<file path="config.mk">
export PLATFORM = sky130hd
export DESIGN_NAME = multdiv_seq_flat
export DESIGN_NICKNAME = d
export VERILOG_FILES = /design/src/rtl/multdiv_seq_pkg.sv /design/src/rtl/multdiv_seq_if.sv /design/src/rtl/multdiv_seq_div_restore_step.sv /design/src/rtl/multdiv_seq.sv /design/src/flat_wrapper.sv
export SDC_FILE = /design/constraint.sdc
export NUM_CORES = 1
export LEC_CHECK = 0
export BUFFER_PORTS_ARGS = -buffer_cell sky130_fd_sc_hd__buf_4
export CAP_MARGIN = 10
export CORE_AREA = 2 2 163 165
export CTS_BUF_LIST = sky130_fd_sc_hd__clkbuf_4
export CTS_CLUSTER_SIZE = 28
export DETAILED_ROUTE_END_ITERATION = 8
export DIE_AREA = 0 0 165 167
export PLACE_DENSITY_LB_ADDON = 0.25
export REMOVE_ABC_BUFFERS = 1
export SLEW_MARGIN = 5
export SYNTH_ARGS = -nofsm -noshare
export SYNTH_HDL_FRONTEND = slang
export SYNTH_SLANG_ARGS = --single-unit
</file>
<file path="constraint.sdc">
create_clock -name clock -period 10 [get_ports clock]
set_clock_uncertainty 0.15 [all_clocks]
set_input_delay 0.5 -clock clock [delete_from_list [all_inputs] [get_ports clock]]
set_output_delay 0.5 -clock clock [all_outputs]
set_load 0.05 [all_outputs]
</file>
<file path="src/rtl/multdiv_seq_pkg.sv">
// Shared definitions for the iterative multiply/divide unit and the execute
// stage that drives it.
package multdiv_pkg;

  localparam int MULTDIV_WIDTH = 32;

  // ALU op codes the execute stage decodes into ctrl_MULT / ctrl_DIV
  localparam logic [4:0] ALU_OP_MUL = 5'b00110;
  localparam logic [4:0] ALU_OP_DIV = 5'b00111;

  typedef enum logic [1:0] {
    IDLE = 2'd0,
    RUN  = 2'd1,
    FIX  = 2'd2
  } state_e;

  typedef enum logic {
    OP_MUL = 1'b0,
    OP_DIV = 1'b1
  } op_e;

  typedef enum logic [1:0] {
    BOOTH_NOP = 2'd0,
    BOOTH_ADD = 2'd1,
    BOOTH_SUB = 2'd2
  } booth_e;

  // Radix-2 Booth recoding of {current multiplier bit, previous bit}
  function automatic booth_e booth_decode(input logic [1:0] pair);
    booth_e act;
    case (pair)
      2'b01:   act = BOOTH_ADD;
      2'b10:   act = BOOTH_SUB;
      default: act = BOOTH_NOP;
    endcase
    return act;
  endfunction

endpackage

</file>
<file path="src/rtl/multdiv_seq_if.sv">
// Operand/start/result bundle between the execute stage (master) and the
// multiply/divide unit (slave).
interface multdiv_seq_if
  import multdiv_pkg::*;
#(
  parameter int WIDTH = MULTDIV_WIDTH
);
  logic [WIDTH-1:0] data_operandA;
  logic [WIDTH-1:0] data_operandB;
  logic             ctrl_MULT;
  logic             ctrl_DIV;
  logic [WIDTH-1:0] data_result;
  logic             data_exception;
  logic             data_resultRDY;

  modport master (
    output data_operandA, data_operandB, ctrl_MULT, ctrl_DIV,
    input  data_result, data_exception, data_resultRDY
  );

  modport slave (
    input  data_operandA, data_operandB, ctrl_MULT, ctrl_DIV,
    output data_result, data_exception, data_resultRDY
  );
endinterface

</file>
<file path="src/rtl/multdiv_seq_div_restore_step.sv">
// One restoring-division step: subtract the divisor from the shifted partial
// remainder when it fits, producing one quotient bit.
module div_restore_step #(
  parameter int WIDTH = 32
) (
  input  logic [WIDTH:0]   rem_in,
  input  logic [WIDTH-1:0] divisor,
  output logic [WIDTH-1:0] rem_out,
  output logic             q_bit
);
  logic             fits_s;
  logic [WIDTH-1:0] diff_s;

  assign fits_s = (rem_in >= {1'b0, divisor});
  // The true difference is below the divisor, so modulo-2^WIDTH is exact
  assign diff_s = rem_in[WIDTH-1:0] - divisor;

  // Restore (keep) the remainder when the divisor does not fit
  always_comb begin
    q_bit   = 1'b0;
    rem_out = rem_in[WIDTH-1:0];
    if (fits_s) begin
      q_bit   = 1'b1;
      rem_out = diff_s;
    end else begin
      q_bit   = 1'b0;
      rem_out = rem_in[WIDTH-1:0];
    end
  end
endmodule

</file>
<file path="src/rtl/multdiv_seq.sv">
// Iterative signed multiply (radix-2 Booth) / divide (restoring) unit with a
// fixed WIDTH+1 cycle latency from start to the ready strobe.
module multdiv_seq
  import multdiv_pkg::*;
#(
  parameter int WIDTH = MULTDIV_WIDTH
) (
  input  logic         clock,
  input  logic         reset,
  multdiv_seq_if.slave bus
);
  localparam int               CNT_W     = $clog2(WIDTH + 1);
  localparam logic [CNT_W-1:0] LAST_ITER = CNT_W'(WIDTH - 1);
  localparam int               PW        = 2 * WIDTH + 1;

  state_e           state_r, state_s;
  op_e              op_r, op_s;
  logic [CNT_W-1:0] count_r, count_s;
  logic             sign_a_r, sign_a_s;
  logic             sign_b_r, sign_b_s;
  logic [WIDTH-1:0] opb_r, opb_s;
  logic [PW-1:0]    prod_r, prod_s;
  logic [WIDTH-1:0] quo_r, quo_s;
  logic [WIDTH-1:0] rem_r, rem_s;
  logic [WIDTH-1:0] result_r, result_s;
  logic             exc_r, exc_s;
  logic             rdy_r, rdy_s;

  logic             start_s;
  logic [WIDTH:0]   acc_ext_s;
  logic [WIDTH:0]   mcand_ext_s;
  logic [WIDTH:0]   booth_sum_s;
  logic [WIDTH-1:0] step_rem_s;
  logic             step_q_s;
  logic [WIDTH-1:0] quo_signed_s;
  logic             mul_ovf_s;
  logic             div_ovf_s;

  function automatic logic [WIDTH-1:0] magnitude(input logic [WIDTH-1:0] v);
    return v[WIDTH-1] ? (~v + WIDTH'(1)) : v;
  endfunction

  assign start_s = bus.ctrl_MULT | bus.ctrl_DIV;

  // Accumulator is widened by one bit so subtracting the most negative
  // multiplicand cannot wrap before the arithmetic shift.
  assign acc_ext_s   = {prod_r[PW-1], prod_r[PW-1:WIDTH+1]};
  assign mcand_ext_s = {opb_r[WIDTH-1], opb_r};

  // Booth add/subtract of the multiplicand into the accumulator
  always_comb begin
    booth_sum_s = acc_ext_s;
    case (booth_decode(prod_r[1:0]))
      BOOTH_ADD: booth_sum_s = acc_ext_s + mcand_ext_s;
      BOOTH_SUB: booth_sum_s = acc_ext_s - mcand_ext_s;
      BOOTH_NOP: booth_sum_s = acc_ext_s;
      default:   booth_sum_s = acc_ext_s;
    endcase
  end

  div_restore_step #(.WIDTH(WIDTH)) u_div_step (
    .rem_in  ({rem_r, quo_r[WIDTH-1]}),
    .divisor (opb_r),
    .rem_out (step_rem_s),
    .q_bit   (step_q_s)
  );

  assign quo_signed_s = (sign_a_r ^ sign_b_r) ? (~quo_r + WIDTH'(1)) : quo_r;
  assign mul_ovf_s    = (prod_r[PW-1:WIDTH] != {(WIDTH+1){prod_r[WIDTH]}});
  // A full-scale magnitude quotient is only representable when negated
  assign div_ovf_s    = quo_r[WIDTH-1] & ~(sign_a_r ^ sign_b_r);

  // Next-state and datapath update; a start in any state restarts the unit
  always_comb begin
    state_s  = state_r;
    op_s     = op_r;
    count_s  = count_r;
    sign_a_s = sign_a_r;
    sign_b_s = sign_b_r;
    opb_s    = opb_r;
    prod_s   = prod_r;
    quo_s    = quo_r;
    rem_s    = rem_r;
    result_s = result_r;
    exc_s    = exc_r;
    rdy_s    = 1'b0;

    if (start_s) begin
      state_s  = RUN;
      op_s     = bus.ctrl_MULT ? OP_MUL : OP_DIV;
      count_s  = {CNT_W{1'b0}};
      sign_a_s = bus.data_operandA[WIDTH-1];
      sign_b_s = bus.data_operandB[WIDTH-1];
      opb_s    = bus.ctrl_MULT ? bus.data_operandB : magnitude(bus.data_operandB);
      prod_s   = {{WIDTH{1'b0}}, bus.data_operandA, 1'b0};
      quo_s    = magnitude(bus.data_operandA);
      rem_s    = {WIDTH{1'b0}};
    end else begin
      case (state_r)
        IDLE: begin
          state_s = IDLE;
        end
        RUN: begin
          if (op_r == OP_MUL) begin
            prod_s = {booth_sum_s, prod_r[WIDTH:1]};
          end else begin
            rem_s = step_rem_s;
            quo_s = {quo_r[WIDTH-2:0], step_q_s};
          end
          count_s = count_r + CNT_W'(1);
          if (count_r == LAST_ITER) begin
            state_s = FIX;
          end else begin
            state_s = RUN;
          end
        end
        FIX: begin
          state_s = IDLE;
          rdy_s   = 1'b1;
          if (op_r == OP_MUL) begin
            result_s = prod_r[WIDTH:1];
            exc_s    = mul_ovf_s;
          end else if (opb_r == {WIDTH{1'b0}}) begin
            result_s = {WIDTH{1'b0}};
            exc_s    = 1'b1;
          end else begin
            result_s = quo_signed_s;
            exc_s    = div_ovf_s;
          end
        end
        default: begin
          state_s = IDLE;
        end
      endcase
    end
  end

  // State and datapath registers
  always_ff @(posedge clock or negedge reset) begin
    if (!reset) begin
      state_r  <= IDLE;
      op_r     <= OP_MUL;
      count_r  <= {CNT_W{1'b0}};
      sign_a_r <= 1'b0;
      sign_b_r <= 1'b0;
      opb_r    <= {WIDTH{1'b0}};
      prod_r   <= {PW{1'b0}};
      quo_r    <= {WIDTH{1'b0}};
      rem_r    <= {WIDTH{1'b0}};
      result_r <= {WIDTH{1'b0}};
      exc_r    <= 1'b0;
      rdy_r    <= 1'b0;
    end else begin
      state_r  <= state_s;
      op_r     <= op_s;
      count_r  <= count_s;
      sign_a_r <= sign_a_s;
      sign_b_r <= sign_b_s;
      opb_r    <= opb_s;
      prod_r   <= prod_s;
      quo_r    <= quo_s;
      rem_r    <= rem_s;
      result_r <= result_s;
      exc_r    <= exc_s;
      rdy_r    <= rdy_s;
    end
  end

  assign bus.data_result    = result_r;
  assign bus.data_exception = exc_r;
  assign bus.data_resultRDY = rdy_r;
endmodule

</file>
<file path="src/flat_wrapper.sv">
// flat-port wrapper written by rule: the top's interface ports become plain ports
module multdiv_seq_flat import multdiv_pkg::*;
#(
  parameter int WIDTH = MULTDIV_WIDTH
)
  (clock, reset, bus_data_operandA, bus_data_operandB, bus_ctrl_MULT, bus_ctrl_DIV, bus_data_result, bus_data_exception, bus_data_resultRDY);
  multdiv_seq_if #(.WIDTH(WIDTH)) bus_i ();
  input  logic clock;
  input  logic reset;
  input wire logic [$bits(bus_i.data_operandA)-1:0] bus_data_operandA;
  input wire logic [$bits(bus_i.data_operandB)-1:0] bus_data_operandB;
  input wire logic [$bits(bus_i.ctrl_MULT)-1:0] bus_ctrl_MULT;
  input wire logic [$bits(bus_i.ctrl_DIV)-1:0] bus_ctrl_DIV;
  output wire logic [$bits(bus_i.data_result)-1:0] bus_data_result;
  output wire logic [$bits(bus_i.data_exception)-1:0] bus_data_exception;
  output wire logic [$bits(bus_i.data_resultRDY)-1:0] bus_data_resultRDY;
  assign bus_i.data_operandA = bus_data_operandA;
  assign bus_i.data_operandB = bus_data_operandB;
  assign bus_i.ctrl_MULT = bus_ctrl_MULT;
  assign bus_i.ctrl_DIV = bus_ctrl_DIV;
  assign bus_data_result = bus_i.data_result;
  assign bus_data_exception = bus_i.data_exception;
  assign bus_data_resultRDY = bus_i.data_resultRDY;
  multdiv_seq #(.WIDTH(WIDTH)) u_core (.clock(clock), .reset(reset), .bus(bus_i));
endmodule
</file>
Word level (Yosys, flattened, before mapping)

Cells that the tools add are included.

Flip-flop bits (word level): 206
Bits in latches: 0
Memory bits (writable): 0
Memory bits (read-only): 0
Bits of input ports: 68
Output and inout port bits: 34
Memories kept: 0

Add/sub/neg operators: 7
Multipliers: 0
Divide/modulo/power cells: 0
Magnitude comparators: 1
Eq/ne operators: 9
Shift-type cells: 0
Multiplexer cells: 29
Bitwise logic cells: 8
Reduce and logical (&&, ||, !) cells: 8

Operators by type and width:

| cell                                                            | number |
|---|---|
| 32-bit 2-to-1 mux                                               | 13 |
| 65-bit 2-to-1 mux                                               | 3 |
| 32-bit by 1-bit adder with 32-bit output, second input constant | 3 |
| 32-bit inverter                                                 | 3 |
| 33-bit one-hot mux with 2 select lines                          | 1 |
| 32-bit by 32-bit adder with 33-bit output                       | 1 |
| 33-bit by 32-bit >= comparator with 1-bit output                | 1 |
| 32-bit by 32-bit subtractor with 33-bit output                  | 1 |
| 32-bit zero test                                                | 1 |
| 32-bit != test                                                  | 1 |
| 32-bit subtractor                                               | 1 |
| 6-bit 2-to-1 mux                                                | 2 |
| 6-bit by 1-bit adder with 6-bit output, second input constant   | 1 |
| 2-bit by 1-bit == test with 1-bit output, second input constant | 3 |
| 2-bit == test, second input constant                            | 3 |
| 6-bit by 5-bit == test with 1-bit output, second input constant | 1 |
| 1-bit 2-to-1 mux                                                | 6 |
| 2-bit 2-to-1 mux                                                | 3 |
| 2-bit AND reduction                                             | 3 |
| 2-bit one-hot mux with 2 select lines                           | 1 |
| 2-bit nonzero test                                              | 2 |
| 3-bit AND reduction                                             | 1 |
| 3-bit nonzero test                                              | 1 |
| 2-bit != test, second input constant                            | 1 |
| 4 further kinds                                                 | 5 |

Longest topological paths before layout

Gate-level depths: netlist (run 1).

Word-level depth: 7
Gate-level depth with buffers: 18
Gate-level depth less buffers: 17

By module

Synthesis (run 1) repeated with hierarchy kept, for this count alone.

Cells, all modules: 2,047
Area, all modules: 15,939.0 µm²

Modules (own cells, without submodules):

| module           | instances | cells each | area each (µm²) |
|---|---|---|---|
| multdiv_seq      | 1         | 1,724      | 13,608.1 |
| div_restore_step | 1         | 323        | 2,331.0 |

Least setup slack after synthesis (run 1)

No wires, ideal clock.

Path kind: register to register
From: register u_core.opb_r[9]
To: register u_core.prod_r[61]
Arrival time: 3.554 ns
Required time: 9.717 ns
Path slack: 6.163 ns
Cell stages (with the launch flop): 18
Buffers on the path: 1
Path through: dfrtp_1 or4_4 nor3_4 nand2_2 nor4b_4 a31oi_1 xnor2_1 ha_1 clkbuf_1 a21o_1 a21o_1 a21o_1 a21o_1 a21oi_1 nor2b_1 a21oi_1 xnor2_1 o21ai_0

Longest elaborated chain between the ends: 5
Elaborated cells on any way between the ends: 6

RTL lines:

| element                                                                                                     | RTL line                             | text |
|---|---|---|
| start, declared                                                                                             | multdiv_seq.sv:21                    | `logic [WIDTH-1:0] opb_r, opb_s;` |
| start signal, assigned                                                                                      | multdiv_seq.sv:146                   | `opb_r <= {WIDTH{1'b0}};` |
| start signal, assigned                                                                                      | multdiv_seq.sv:159                   | `opb_r <= opb_s;` |
| 32-bit by 32-bit subtractor with 33-bit output or 32-bit by 32-bit adder with 33-bit output (tied branches) | multdiv_seq.sv:55, multdiv_seq.sv:54 |  |
| 33-bit one-hot mux with 2 select lines (*)                                                                  | multdiv_seq.sv:53                    | `case (booth_decode(prod_r[1:0]))` |
| 65-bit 2-to-1 mux (*)                                                                                       | multdiv_seq.sv:104                   | `if (op_r == OP_MUL) begin` |
| 65-bit 2-to-1 mux (*)                                                                                       | multdiv_seq.sv:99                    | `case (state_r)` |
| 65-bit 2-to-1 mux (*)                                                                                       | multdiv_seq.sv:88                    | `if (start_s) begin` |
| end signal, assigned                                                                                        | multdiv_seq.sv:147                   | `prod_r <= {PW{1'b0}};` |
| end signal, assigned                                                                                        | multdiv_seq.sv:160                   | `prod_r <= prod_s;` |
| end, declared                                                                                               | multdiv_seq.sv:22                    | `logic [PW-1:0] prod_r, prod_s;` |

Mark *: on every way between the ends. The rest lies on a longest branch, timed or not. The select of a mux whose other input is x is not followed.
A chain may end at the register's enable or synchronous reset.

Worst setup path after layout (run 1)

From: register u_core.opb_r[9]
To: register u_core.prod_r[63]

The elaborated chain is that of the path after synthesis.

==> summary.md, run 1 <==
| Metric | Value |
|---|---|
| Status | finished, final reports clean |
| Cts bufs inserted | 59 |
| Leakage | 7.89 nW |
| Synth top area cells | dfrtp_1 34%, a21oi_1 6.6%, nand2_1 6.0%, ha_1 5.7%, xnor2_1 5.6% |
| Max-slew violations | 0 |
| Final worst-path cycle share | 44.2% |
| Fillers | 2,135 |
| First-pass GRT wire length | 75,200 um |
| Clk Latency, worst-skew pair | 0.72 ns |
| TritonCTS clock tree | done |
| Worst Hold Class | in2reg |
| Hold Crit Depth | 3 |
| Initial Utilization | 59.4% |
| Slowest CP cell | or4_4 |
| Highest metal used | met4 |
| Crit-path max cell delay | 0.59 ns |
| Tmin final | 4.42 ns |
| Delay-heaviest family, CP | simple AND/OR/NAND/NOR gates |
| Vias per std cell | 6.15 |
| DRT met1 WL | 19,100 um |
| Area leader, netlist | dfrtp_1 |
| Setup TNS Final | 0 ns |
| Clk buf depth | 3 |
| Setup CP Type | reg2reg |
| DR WL met3 | 3080 um |
| CTS root buffer | clkbuf_4 |
| Area Growth Syn to Fin | 15.2% |
| Hold Violations, Final | 0 |
| Share of layout cells above drive strength 1 | 12.5% |
| Post CTS Setup Buffer Count | 0 |
| DRC | 0 |
| Slew @ Worst Pin | 1.18 ns |
| Warnings from Yosys | 0 |
| GRT overflow | 0 |
| Async set-reset flop share out of synthesis | 100% |
| DRT Pass-1 Iters | 6 |
| Dpl hpwl | 31,800 um |
| H-tree levels | 2 |
| Area share of the largest cell type after synthesis | 33.7% |
| Largest family of logic cells by synthesized area | compound AO/OA/AOI/OAI gates |
| Drt wl/cell | 18.8 um |
| Core Region | 0.0258 sq mm |
| Mean Syn Cell Area | 7.96 sq um |
| Peak Freq | 226 MHz |
| GR Util All Layers | 33.9% |
| Worst VDD drop | 0.000109 V |
| Chip Width | 165 um |
| IO Pins | 102 |
| Std cell rows | 59 |
| Crit-path cells | or4_4, nor3_4, nand2_2, nor4_1, and2_1, a31oi_1, xnor2_1, ha_1, nand3_1, nor2_1, and4_1, o211ai_1, nor2b_1, a21oi_1, mux2i_1, nand2_1 |
| I/O Buffers | 101 |
| Sequential share of the synthesized area | 33.7% |
| Critical Path Fanout Max | 9 |
| DR vias | 15,100 |
| Simple logic cell fraction of the synthesized area | 21.6% |
| Largest net degree at the start of global routing | 102 |
| Post-CTS Resized | 0 |
| Bufs and invs on worst path | 0 |
| WP depth | 16 |
| Synth Area in XOR/XNOR | 9.26% |
| Pwr dens | 141 mW/mm^2 |
| Post-Route WL | 46,100 um |
| WP data arrival | 4.87 ns |
| Overall Power | 2.50 mW |
| Floorplan die height | 167 um |
| TritonCTS Sinks | 206 |
| Synth Instances | 1,923 |
| Critical path launch point type | flop |
| DRT antenna net count | 0 |
| RSZ-0062 raised after global routing | false |
| Post-synth cell types | 82 |
| Nets | 2,212 |
| Die area | 0.0276 sq mm |
| Worst-path clk slew | 0.07 ns |
| Post-synthesis instance area | 0.0153 sq mm |
| Rel. slew slack | 20.9% |
| CP Capture Type | flop |
| GP Congestion | 0.917 |
| Vias in the first global route | 15,000 |
| DR iter-0 viols | 1,242 |
| Mux cell area share after synthesis | 1.81% |
| Met2 Wirelength | 22,000 um |
| Initial antenna violation count | 2 |
| Ys flop type | dfrtp_1 |
| Compound-Gate Fraction of Synth Area | 23.1% |
| Number of synthesized register bits | 206 |
| # setup viols final | 0 |
| # hold bufs at CTS | 68 |
| R2R cell count | 16 |
| Adder-cell share of the synthesized area | 5.98% |
| Post-synth EDFFs | 0 |
| MaxCap Viol Count | 0 |
| CP Data Required Time | 10.44 ns |
==> cells in the final DEF, fill, tap and decap left out, types with 6 or more instances in the layout <==
cell	n
nand4_1	18
o31ai_1	13
xnor2_1	97
dlygate4sd3_1	68
clkbuf_4	86
nand3_1	23
o41ai_1	7
mux2_2	6
nor4_1	19
ha_1	70
o21ai_1	12
nor2_1	211
a21oi_2	6
xor2_1	64
o21bai_1	12
o21ai_0	139
nor3_1	55
a32oi_1	12
or3_1	7
a21oi_1	201
o21a_1	9
dfrtp_1	206
nand2_1	243
or2_2	9
mux2i_1	21
and2_1	11
nor2b_1	34
o211ai_1	6
a21o_1	31
a22o_1	14
buf_4	117
a22oi_1	11
clkinv_1	14
nand2b_1	19
and3_1	9
inv_1	72
a31oi_1	72
==> cells by family (layout without fill, tap and decap cells) <==
logic type,Yosys count,after routing
buf+inv,170,364
other cells,0,3
compound gates,584,584
fa+ha+maj,72,72
xor+xnor,162,162
mux,27,27
flops,206,206
simple gates,702,702
==> state kept, by name (all words and copies together) (netlist names) <==
signal / count
u_core.sign_a_r: 1
u_core.rem_r: 32
u_core.opb_r: 32
u_core.bus.data_result: 32
u_core.quo_r: 32
u_core.bus.data_resultRDY: 1
u_core.op_r: 1
u_core.bus.data_exception: 1
u_core.prod_r: 65
u_core.sign_b_r: 1
u_core.state_r: 2
u_core.count_r: 6
==> routing by layer <==
| metal | track usage [%] | up-vias |
|---|---|---|
| met2 | 56.7 | 646 |
| met5 | 0 | - |
| met4 | 15.7 | 0 |
| li1 | - | 7138 |
| met3 | 5.18 | 123 |
| met1 | 43.0 | 7184 |
==> stage by stage <==
step	hold slack, ns	worst slack [ns]	utilization, %	instance area (sq um)	std cells
2_1_floorplan	0.0544	2.73	-	14900	1825
3_3_place_gp	0.316	5.87	63.0	16200	2278
3_5_place_dp	0.324	5.65	63.0	16200	2278
4_1_cts	0.0984	5.62	68.5	17600	2452
5_1_grt	0.108	5.28	68.5	17600	2454
6_report	0.140	5.58	68.5	17600	2455
==> Yosys cell counts, types with 55 or more instances <==
cell        n
a21oi_1   201
a31oi_1    72
clkbuf_1   76
dfrtp_1   206
ha_1       70
inv_1      72
nand2_1   243
nor2_1    215
nor3_1     55
o21ai_0   139
xnor2_1    98
xor2_1     64
==> worst reg2reg max path, delay by kind of cell, from the launching register on <==
kind                     cells  cell delay [ns]
multiplexers                 1             0.21
adder cells (fa/ha/maj)      1             0.41
XOR/XNOR                     1             0.14
AO/OA/AOI/OAI                3             0.38
AND/OR/NAND/NOR             10             2.59
flip-flops                   1             0.42
==> area by class of cell <==
class	instances	area (sq um)	area share (%)
clock buffer	86	646	3.66
antenna	3	7.51	0.0425
tap	335	419	2.37
sequential	206	5150	29.2
clock inverter	20	86.3	0.489
timing repair buffer	186	1570	8.92
inverter	72	270	1.53
multi-input combinational	1547	9490	53.8
==> worst paths after layout <==
check,startpoint,end,slack [ns]
hold reg to reg,u_core.count_r[5]$_DFFE_PN0P_,u_core.state_r[1]$_DFF_PN0_,0.34
setup / recovery,u_core.opb_r[9]$_DFFE_PN0N_,u_core.prod_r[63]$_DFFE_PN0P_,5.58
max in group asynchronous,reset,u_core.quo_r[19]$_DFFE_PN0P_,8.12
hold / removal,bus_data_operandA[31],u_core.quo_r[1]$_DFFE_PN0P_,0.14
setup reg to reg,u_core.opb_r[9]$_DFFE_PN0N_,u_core.prod_r[63]$_DFFE_PN0P_,5.58
min in group asynchronous,reset,u_core.opb_r[16]$_DFFE_PN0N_,0.16
==> power by group <==
group / internal (mW) / switching, mW
Clock: 0.393 / 0.393
Combinational: 0.298 / 0.438
Sequential: 0.889 / 0.0840
Note: power is estimated with default switching activity, not from simulation.
==> run 2: changes to the inputs <==
==> constraint.sdc (replaced) <==
create_clock -name clock -period 4.4 [get_ports clock]
set_clock_uncertainty 0.15 [all_clocks]
set_input_delay 0.22 -clock clock [delete_from_list [all_inputs] [get_ports clock]]
set_output_delay 0.22 -clock clock [all_outputs]
set_load 0.05 [all_outputs]
==> summary.md, run 2 (synthesis results as in run 1) <==
| Metric | Value |
|---|---|
| Status | finished with violations (was finished, final reports clean) |
| Failing checks | negative hold slack |
| Pwr dens | 318 mW/mm^2 (was 141 mW/mm^2) |
| Launching point of the worst reg2reg path | u_core.opb_r[1]$_DFFE_PN0N_ (was u_core.opb_r[9]$_DFFE_PN0N_) |
| Initial antenna violation count | 1 (was 2) |
| Tmin final | 4.17 ns (was 4.42 ns) |
| Chip Width | 165 um (unchanged) |
| CP Data Required Time | 4.82 ns (was 10.44 ns) |
| Post-Route WL | 46,300 um (was 46,100 um) |
| Most frequent cells in the layout | 243 x nand2_1, 211 x nor2_1, 206 x dfrtp_1 (unchanged) |
| DRT antenna net count | 0 (unchanged) |
| WHS | -0.0198 ns (was 0.140 ns) |
| Max-slew violations | 0 (unchanged) |
| DR iter-0 viols | 1,242 (unchanged) |
| GRT overflow | 0 (unchanged) |
| Cts bufs inserted | 57 (was 59) |
| Clk buf depth | 3 (unchanged) |
| Bufs and invs on worst path | 0 (unchanged) |
| DR WL met3 | 3530 um (was 3080 um) |
| Leakage | 8.08 nW (was 7.89 nW) |
| Critical Path Fanout Max | 7 (was 9) |
| Commonest non-fill, non-tap cell in the layout | nand2_1 (unchanged) |
| WP data arrival | 4.58 ns (was 4.87 ns) |
| First-pass GRT wire length | 74,200 um (was 75,200 um) |
| GP Congestion | 0.966 (was 0.917) |
| DRC | 0 (unchanged) |
| Floorplan die height | 167 um (unchanged) |
| TritonCTS Sinks | 206 (unchanged) |
| Met2 Wirelength | 22,100 um (was 22,000 um) |
| Initial Utilization | 59.4% (unchanged) |
| Die area | 0.0276 sq mm (unchanged) |
| WP depth | 15 (was 16) |
| DR vias | 15,300 (was 15,100) |
| Highest metal used | met4 (unchanged) |
| MaxCap Viol Count | 0 (unchanged) |
| Worst Hold Class | in2async (was in2reg) |
| I/O Buffers | 101 (unchanged) |
| Hold Violations, Final | 6 (was 0) |
| DRT met1 WL | 18,700 um (was 19,100 um) |
| Share of layout cells above drive strength 1 | 12.8% (was 12.5%) |
| Crit-path cells | nor2_1, and4_1, and2_1, nor2_1, xnor2_1, ha_1, a2111oi_2, o21ai_0, a221oi_2, a21oi_1, or2_2, a31o_2, a31oi_1, xor2_1, o21ai_0 (was or4_4, nor3_4, nand2_2, nor4_1, and2_1, a31oi_1, xnor2_1, ha_1, nand3_1, nor2_1, and4_1, o211ai_1, nor2b_1, a21oi_1, mux2i_1, nand2_1) |
| Flop-to-flop setup slack | 0.23 ns (was 5.58 ns) |
| Drt wl/cell | 18.6 um (was 18.8 um) |
| Final setup margin | 0.235 ns (was 5.58 ns) |
| Largest net degree at the start of global routing | 101 (was 102) |
| Slew @ Worst Pin | 1.14 ns (was 1.18 ns) |
| Dpl hpwl | 31,900 um (was 31,800 um) |
| Vias in the first global route | 14,800 (was 15,000) |
| Most flops, register | u_core.prod_r (unchanged) |
| Nets | 2,250 (was 2,212) |
| Delay-heaviest family, CP | compound AO/OA/AOI/OAI gates (was simple AND/OR/NAND/NOR gates) |
| Post-Place Worst Slack | 0.162 ns (was 5.65 ns) |
| Rel. slew slack | 23.7% (was 20.9%) |
| Crit-path max cell delay | 0.44 ns (was 0.59 ns) |
| Peak Freq | 240 MHz (was 226 MHz) |
| Reg2reg end | u_core.prod_r[60]$_DFFE_PN0P_ (was u_core.prod_r[63]$_DFFE_PN0P_) |
| Max reg flops | 65 (unchanged) |
| TritonCTS clock tree | done (unchanged) |
| # setup viols final | 0 (unchanged) |
| Slowest CP cell | dfrtp_1 (was or4_4) |
| Critical path launch point type | flop (unchanged) |
| Clk Latency, worst-skew pair | 0.74 ns (was 0.72 ns) |
| IO Pins | 102 (unchanged) |
| Setup CP Type | reg2reg (unchanged) |
| Worst VDD drop | 0.000221 V (was 0.000109 V) |
| R2R cell count | 15 (was 16) |
| GR Util All Layers | 33.4% (was 33.9%) |
| Worst-path clk slew | 0.07 ns (about the same) |
| H-tree levels | 2 (unchanged) |
| Vias per std cell | 6.16 (was 6.15) |
| Overall Power | 5.74 mW (was 2.50 mW) |
| Final worst-path cycle share | 94.7% (was 44.2%) |
| CTS root buffer | clkbuf_4 (unchanged) |
| CP Capture Type | flop (unchanged) |
| Setup TNS Final | 0 ns (unchanged) |
| DRT Pass-1 Iters | 5 (was 6) |
| Std cell rows | 59 (unchanged) |
| Core Region | 0.0258 sq mm (unchanged) |
| Area Growth Syn to Fin | 17.9% (was 15.2%) |
==> run 2: repair_timing <==
| item | in CTS | in global routing |
|---|---|---|
| setup buffers | 0 | 3 |
| endpoints found under the hold margin | 196 | 0 |
| setup endpoints to repair | 0 | 6 |
| hold buffers | 98 | 0 |
| gates resized for setup | 0 | 3 |
==> run 2: how the worst max path moves through the flow <==
stage | start | endpoint
3_5_place_dp | u_core.opb_r[1]$_DFFE_PN0N_ | u_core.prod_r[61]$_DFFE_PN0P_
4_1_cts | u_core.opb_r[1]$_DFFE_PN0N_ | u_core.prod_r[61]$_DFFE_PN0P_
3_3_place_gp | u_core.opb_r[1]$_DFFE_PN0N_ | u_core.prod_r[61]$_DFFE_PN0P_
6_report | u_core.opb_r[1]$_DFFE_PN0N_ | u_core.prod_r[60]$_DFFE_PN0P_
2_1_floorplan | bus_ctrl_DIV | u_core.quo_r[5]$_DFFE_PN0P_
5_1_grt | u_core.opb_r[1]$_DFFE_PN0N_ | u_core.prod_r[62]$_DFFE_PN0P_
==> run 2: worst reg2reg max path: cells and delay by family, from the launching register on <==
family | cells | cell delay (ns)
adders and majority gates | 1 | 0.38
AOI/OAI and AO/OA | 7 | 1.61
DFF | 1 | 0.44
xor gates and xnor gates | 2 | 0.33
and+or+nand+nor | 5 | 1.13
==> run 2: cell type report <==
class | count | area (sq um)
Tap cell | 335 | 419
Multi-Input combinational cell | 1547 | 9520
Inverter | 72 | 270
Fill cell | 2056 | 7700
Timing Repair Buffer | 226 | 1960
Clock inverter | 21 | 121
Clock buffer | 82 | 616
Sequential cell | 206 | 5150
Antenna cell | 1 | 2.50
==> run 2: power breakdown <==
group	total (mW)	internal [mW]	switching (mW)	leakage, nW
clock network	1.82	0.919	0.900	0.438
logic	1.71	0.718	0.995	5.00
registers	2.21	2.02	0.192	2.64
total	5.74	3.66	2.09	8.08
==> run 2: layer usage <==
layer | track usage, % | vias up
met3 | 5.50 | 139
met1 | 41.9 | 7266
met4 | 15.3 | 0
met2 | 56.2 | 703
li1 | - | 7229
met5 | 0 | -
==> run 2: per-stage QoR <==
stage	area (sq um)	utilization, %	instances
detailed placement	16300	63.2	2285
global placement	16300	63.2	2285
CTS	18000	69.9	2486
floorplan	14900	-	1825
global route	18100	70.1	2490
finish	18100	70.1	2490
==> run 3: changes to the inputs <==
--- a/config.mk
+++ b/config.mk
@@ -5,13 +5,14 @@
 export SDC_FILE = /design/constraint.sdc
 export NUM_CORES = 1
 export LEC_CHECK = 0
+export ABC_AREA = 1
 export BUFFER_PORTS_ARGS = -buffer_cell sky130_fd_sc_hd__buf_4
 export CAP_MARGIN = 10
-export CORE_AREA = 2 2 163 165
+export CORE_AREA = 2 2 174 176
 export CTS_BUF_LIST = sky130_fd_sc_hd__clkbuf_4
 export CTS_CLUSTER_SIZE = 28
 export DETAILED_ROUTE_END_ITERATION = 8
-export DIE_AREA = 0 0 165 167
+export DIE_AREA = 0 0 176 178
 export PLACE_DENSITY_LB_ADDON = 0.25
 export REMOVE_ABC_BUFFERS = 1
 export SLEW_MARGIN = 5
==> summary.md, run 3 <==
| Metric | Value |
|---|---|
| DRC | 0 (unchanged) |
| IO Pins | 102 (unchanged) |
| Floorplan die height | 178 um (was 167 um) |
| Warnings from Yosys | 0 (unchanged) |
| Setup TNS Final | 0 ns (unchanged) |
| Final worst-path cycle share | 88.0% (was 94.7%) |
| Peak Freq | 258 MHz (was 240 MHz) |
| Overall Power | 6.28 mW (was 5.74 mW) |
| Clock share of power | 28.6% (was 31.7%) |
| Crit path capture | u_core.quo_r[27]$_DFFE_PN0P_ (was u_core.prod_r[60]$_DFFE_PN0P_) |
| Leakage | 10.9 nW (was 8.08 nW) |
| Most frequent cells in the layout | 857 x nand2_1, 409 x inv_1, 258 x nand3_1 (was 243 x nand2_1, 211 x nor2_1, 206 x dfrtp_1) |
| GRT overflow | 0 (unchanged) |
| Status | finished, final reports clean (was finished with violations) |
| Clk buf depth | 3 (unchanged) |
| Seq pwr share | 35.3% (was 38.5%) |
| Max-slew violations | 0 (unchanged) |
| Share of layout cells above drive strength 1 | 9.06% (was 12.8%) |
| Clk Latency, worst-skew pair | 0.85 ns (was 0.74 ns) |
| Pwr dens | 306 mW/mm^2 (was 318 mW/mm^2) |
| Core Region | 0.0294 sq mm (was 0.0258 sq mm) |
| Hold Violations, Final | 0 (was 6) |
| GP Congestion | 1.04 (was 0.966) |
| Critical path launch point | bus_data_operandA[1] (was u_core.opb_r[1]$_DFFE_PN0N_) |
| Post-CTS Resized | 0 (unchanged) |
| H-tree levels | 2 (unchanged) |
| Fillers | 2,538 (was 2,056) |
| Number of synthesized register bits | 206 (unchanged) |
| Critical path launch point type | input pin (was flop) |
| TritonCTS clock tree | done (unchanged) |
| Min-Delay Startpoint | bus_data_operandA[18] |
| Switching fraction of total power | 41.3% (was 36.3%) |
| Die area | 0.0313 sq mm (was 0.0276 sq mm) |
| Slowest CP cell | dlygate4sd3_1 (was dfrtp_1) |
| Launching point of the worst reg2reg path | u_core.opb_r[1]$_DFFE_PN0N_ (unchanged) |
| Slew @ Worst Pin | 1.05 ns (was 1.14 ns) |
| Std cell rows | 63 (was 59) |
| Critical Path Fanout Max | 5 (was 7) |
| Crit-path max cell delay | 0.70 ns (was 0.44 ns) |
| Synth top area cells | dfrtp_1 30%, nand2_1 18%, inv_1 8.8%, nand3_1 7.4%, ha_1 5.0% (was dfrtp_1 34%, a21oi_1 6.6%, nand2_1 6.0%, ha_1 5.7%, xnor2_1 5.6%) |
| Post-synth EDFFs | 0 (unchanged) |
| Area leader, netlist | dfrtp_1 (unchanged) |
| Net Sw Power | 2.59 mW (was 2.09 mW) |
| Crit-path cells | dlygate4sd3_1, buf_4, nor3_2, dlygate4sd3_1, nand3_1, nor2_4, dlygate4sd3_1, nand4_1, nand3_1, dlygate4sd3_1, nand3_1, dlygate4sd3_1, nand2_1 (was nor2_1, and4_1, and2_1, nor2_1, xnor2_1, ha_1, a2111oi_2, o21ai_0, a221oi_2, a21oi_1, or2_2, a31o_2, a31oi_1, xor2_1, o21ai_0) |
| Largest net degree at the start of global routing | 94 (was 101) |
| Ys flop type | dfrtp_1 (unchanged) |
| Worst VDD drop | 0.000242 V (was 0.000221 V) |
| DR iter-0 viols | 2,252 (was 1,242) |
| First-pass GRT wire length | 97,900 um (was 74,200 um) |
| Synth Instances | 2,757 (was 1,923) |
| Area share of the largest cell type after synthesis | 29.5% (was 33.7%) |
| Nets | 3,124 (was 2,250) |
| WP data arrival | 4.51 ns (was 4.58 ns) |
| Tmin final | 3.87 ns (was 4.17 ns) |
| Reg2reg end | u_core.prod_r[59]$_DFFE_PN0P_ (was u_core.prod_r[60]$_DFFE_PN0P_) |
| R2R cell count | 20 (was 15) |
| Cts bufs inserted | 57 (unchanged) |
| Worst Hold Class | in2reg (was in2async) |
| P_int | 3.69 mW (was 3.66 mW) |
| Dpl hpwl | 43,100 um (was 31,900 um) |
| Area Growth Syn to Fin | 17.6% (was 17.9%) |
| GR Util All Layers | 39.5% (was 33.4%) |
| DRT Pass-1 Iters | 6 (was 5) |
| Post-Route WL | 61,500 um (was 46,300 um) |
| Combinational share of power | 36.1% (was 29.8%) |
| Most frequent cells after synthesis | 857 x nand2_1, 409 x inv_1, 258 x nand3_1 (was 243 x nand2_1, 215 x nor2_1, 206 x dfrtp_1) |
| Post CTS Setup Buffer Count | 0 (unchanged) |
| Chip Width | 176 um (was 165 um) |
| Mean Syn Cell Area | 6.33 sq um (was 7.96 sq um) |
| Cell with the most instances after synthesis | nand2_1 (unchanged) |
| CP Data Required Time | 5.04 ns (was 4.82 ns) |
| Initial Utilization | 59.4% (about the same) |
| Max reg flops | 65 (unchanged) |
| Initial antenna violation count | 2 (was 1) |
| TritonCTS Sinks | 206 (unchanged) |
| Most flops, register | u_core.prod_r (unchanged) |
| Flop-to-flop setup slack | 0.71 ns (was 0.23 ns) |
| WHS | 0.0541 ns (was -0.0198 ns) |
| DR vias | 19,900 (was 15,300) |
| Worst-path clk slew | 0.08 ns (was 0.07 ns) |
| DRT antenna net count | 0 (unchanged) |
| Layout Cells excl Fill | 3,419 (was 2,490) |
| Post-synthesis instance area | 0.0175 sq mm (was 0.0153 sq mm) |
| CP Capture Type | flop (unchanged) |
| CTS root buffer | clkbuf_4 (unchanged) |
| # setup viols final | 0 (unchanged) |
| Async set-reset flop share out of synthesis | 100% (unchanged) |
| Drt wl/cell | 18.0 um (was 18.6 um) |
| Vias in the first global route | 19,200 (was 14,800) |
| Critical path's most frequent cell | dlygate4sd3_1 |
| Setup CP Type | in2reg (was reg2reg) |
| I/O Buffers | 101 (unchanged) |
| Rel. slew slack | 29.9% (was 23.7%) |
| Placed Cells | 3,185 (was 2,285) |
| Vias per std cell | 5.82 (was 6.16) |
| MaxCap Viol Count | 0 (unchanged) |
| Post-synth cell types | 52 (was 82) |
| Sequential share of the synthesized area | 29.5% (was 33.7%) |
| Final Util | 69.8% (was 70.1%) |
| RSZ-0062 raised after global routing | false |
| Commonest non-fill, non-tap cell in the layout | nand2_1 (unchanged) |
run 3: changes by cell type after synthesis, sizes merged, moves of 35 or more:
cell   previous run  this run
nand3            23       263
a21oi           207       146
nand2           244       870
xnor2            98        14
inv              72       422
nor2            215       250
a31oi            72         3
run 3: metrics by stage:
| stage | cell area [sq um] | setup WS [ns] |
|---|---|---|
| after floorplan | 17100 | -0.0324 |
| after global placement | 18500 | 0.884 |
| after detailed placement | 18500 | 0.765 |
| after CTS | 20500 | 0.715 |
| after global routing | 20500 | 0.275 |
| final | 20500 | 0.528 |
run 3: worst min-delay path by stage:
stage / endpoint / slack [ns] / cells after the start
after global routing: u_core.prod_r[24]$_DFFE_PN0P_ / 0.05 / 4
after CTS: u_core.prod_r[29]$_DFFE_PN0P_ / 0.02 / 4
after floorplan: u_core.bus.data_exception$_DFFE_PN0P_ / -0.23 / 0
final: u_core.prod_r[19]$_DFFE_PN0P_ / 0.05 / 4
after detailed placement: u_core.prod_r[41]$_DFFE_PN0P_ / 0.11 / 1
after global placement: u_core.prod_r[40]$_DFFE_PN0P_ / 0.10 / 1
run 3: routing by layer:
layer  global-route usage, %  vias up  part of all wire (%)
li1                        -     9367                     -
met1                    51.4     9196                    41
met2                    63.8     1131                    45
met3                    9.12      217                   9.8
met4                    16.2        0                   4.0
met5                       0        -                     0
run 3: kinds of logic (layout without fill, tap and decap cells):
kind of cell	Yosys count	count (layout)	share of synthesized area (%)
and+or+nand+nor	1518	1518	37.7
buffers and inverters	504	770	11.3
AOI/OAI and AO/OA	387	387	12.7
DFF	206	206	29.5
adders and majority gates	72	72	5.25
xor gates and xnor gates	70	70	3.51
other	0	6	0
run 3: power by group through the flow:
stage	combinational, mW	sequential (mW)	clock (mW)
after floorplan	1.37	2.26	0
after global placement	2.03	2.23	0
after detailed placement	2.07	2.24	0
after CTS	2.19	2.20	1.81
after global routing	2.51	2.23	1.93
final	2.27	2.22	1.80
run 3: area by class of cell:
cell class	instances	area [sq um]	area share, %
antenna	6	15.0	0.0732
clock buffer	78	586	2.85
sequential	206	5150	25.1
timing repair buffer	248	2220	10.8
multi-input combinational	2047	10400	50.4
tap	390	488	2.38
clock inverter	20	113	0.549
inverter	424	1590	7.75
run 3: what timing repair did:
action | CTS | global route
hold buffers | 130 | 0
endpoints found under the setup margin | 0 | 0
hold endpoints to repair | 331 | 0
run 3: worst max-delay path: cells and delay by family:
family                 cells  cell delay [ns]
AND/OR/NAND/NOR            7             1.06
buffers and inverters      6             3.24
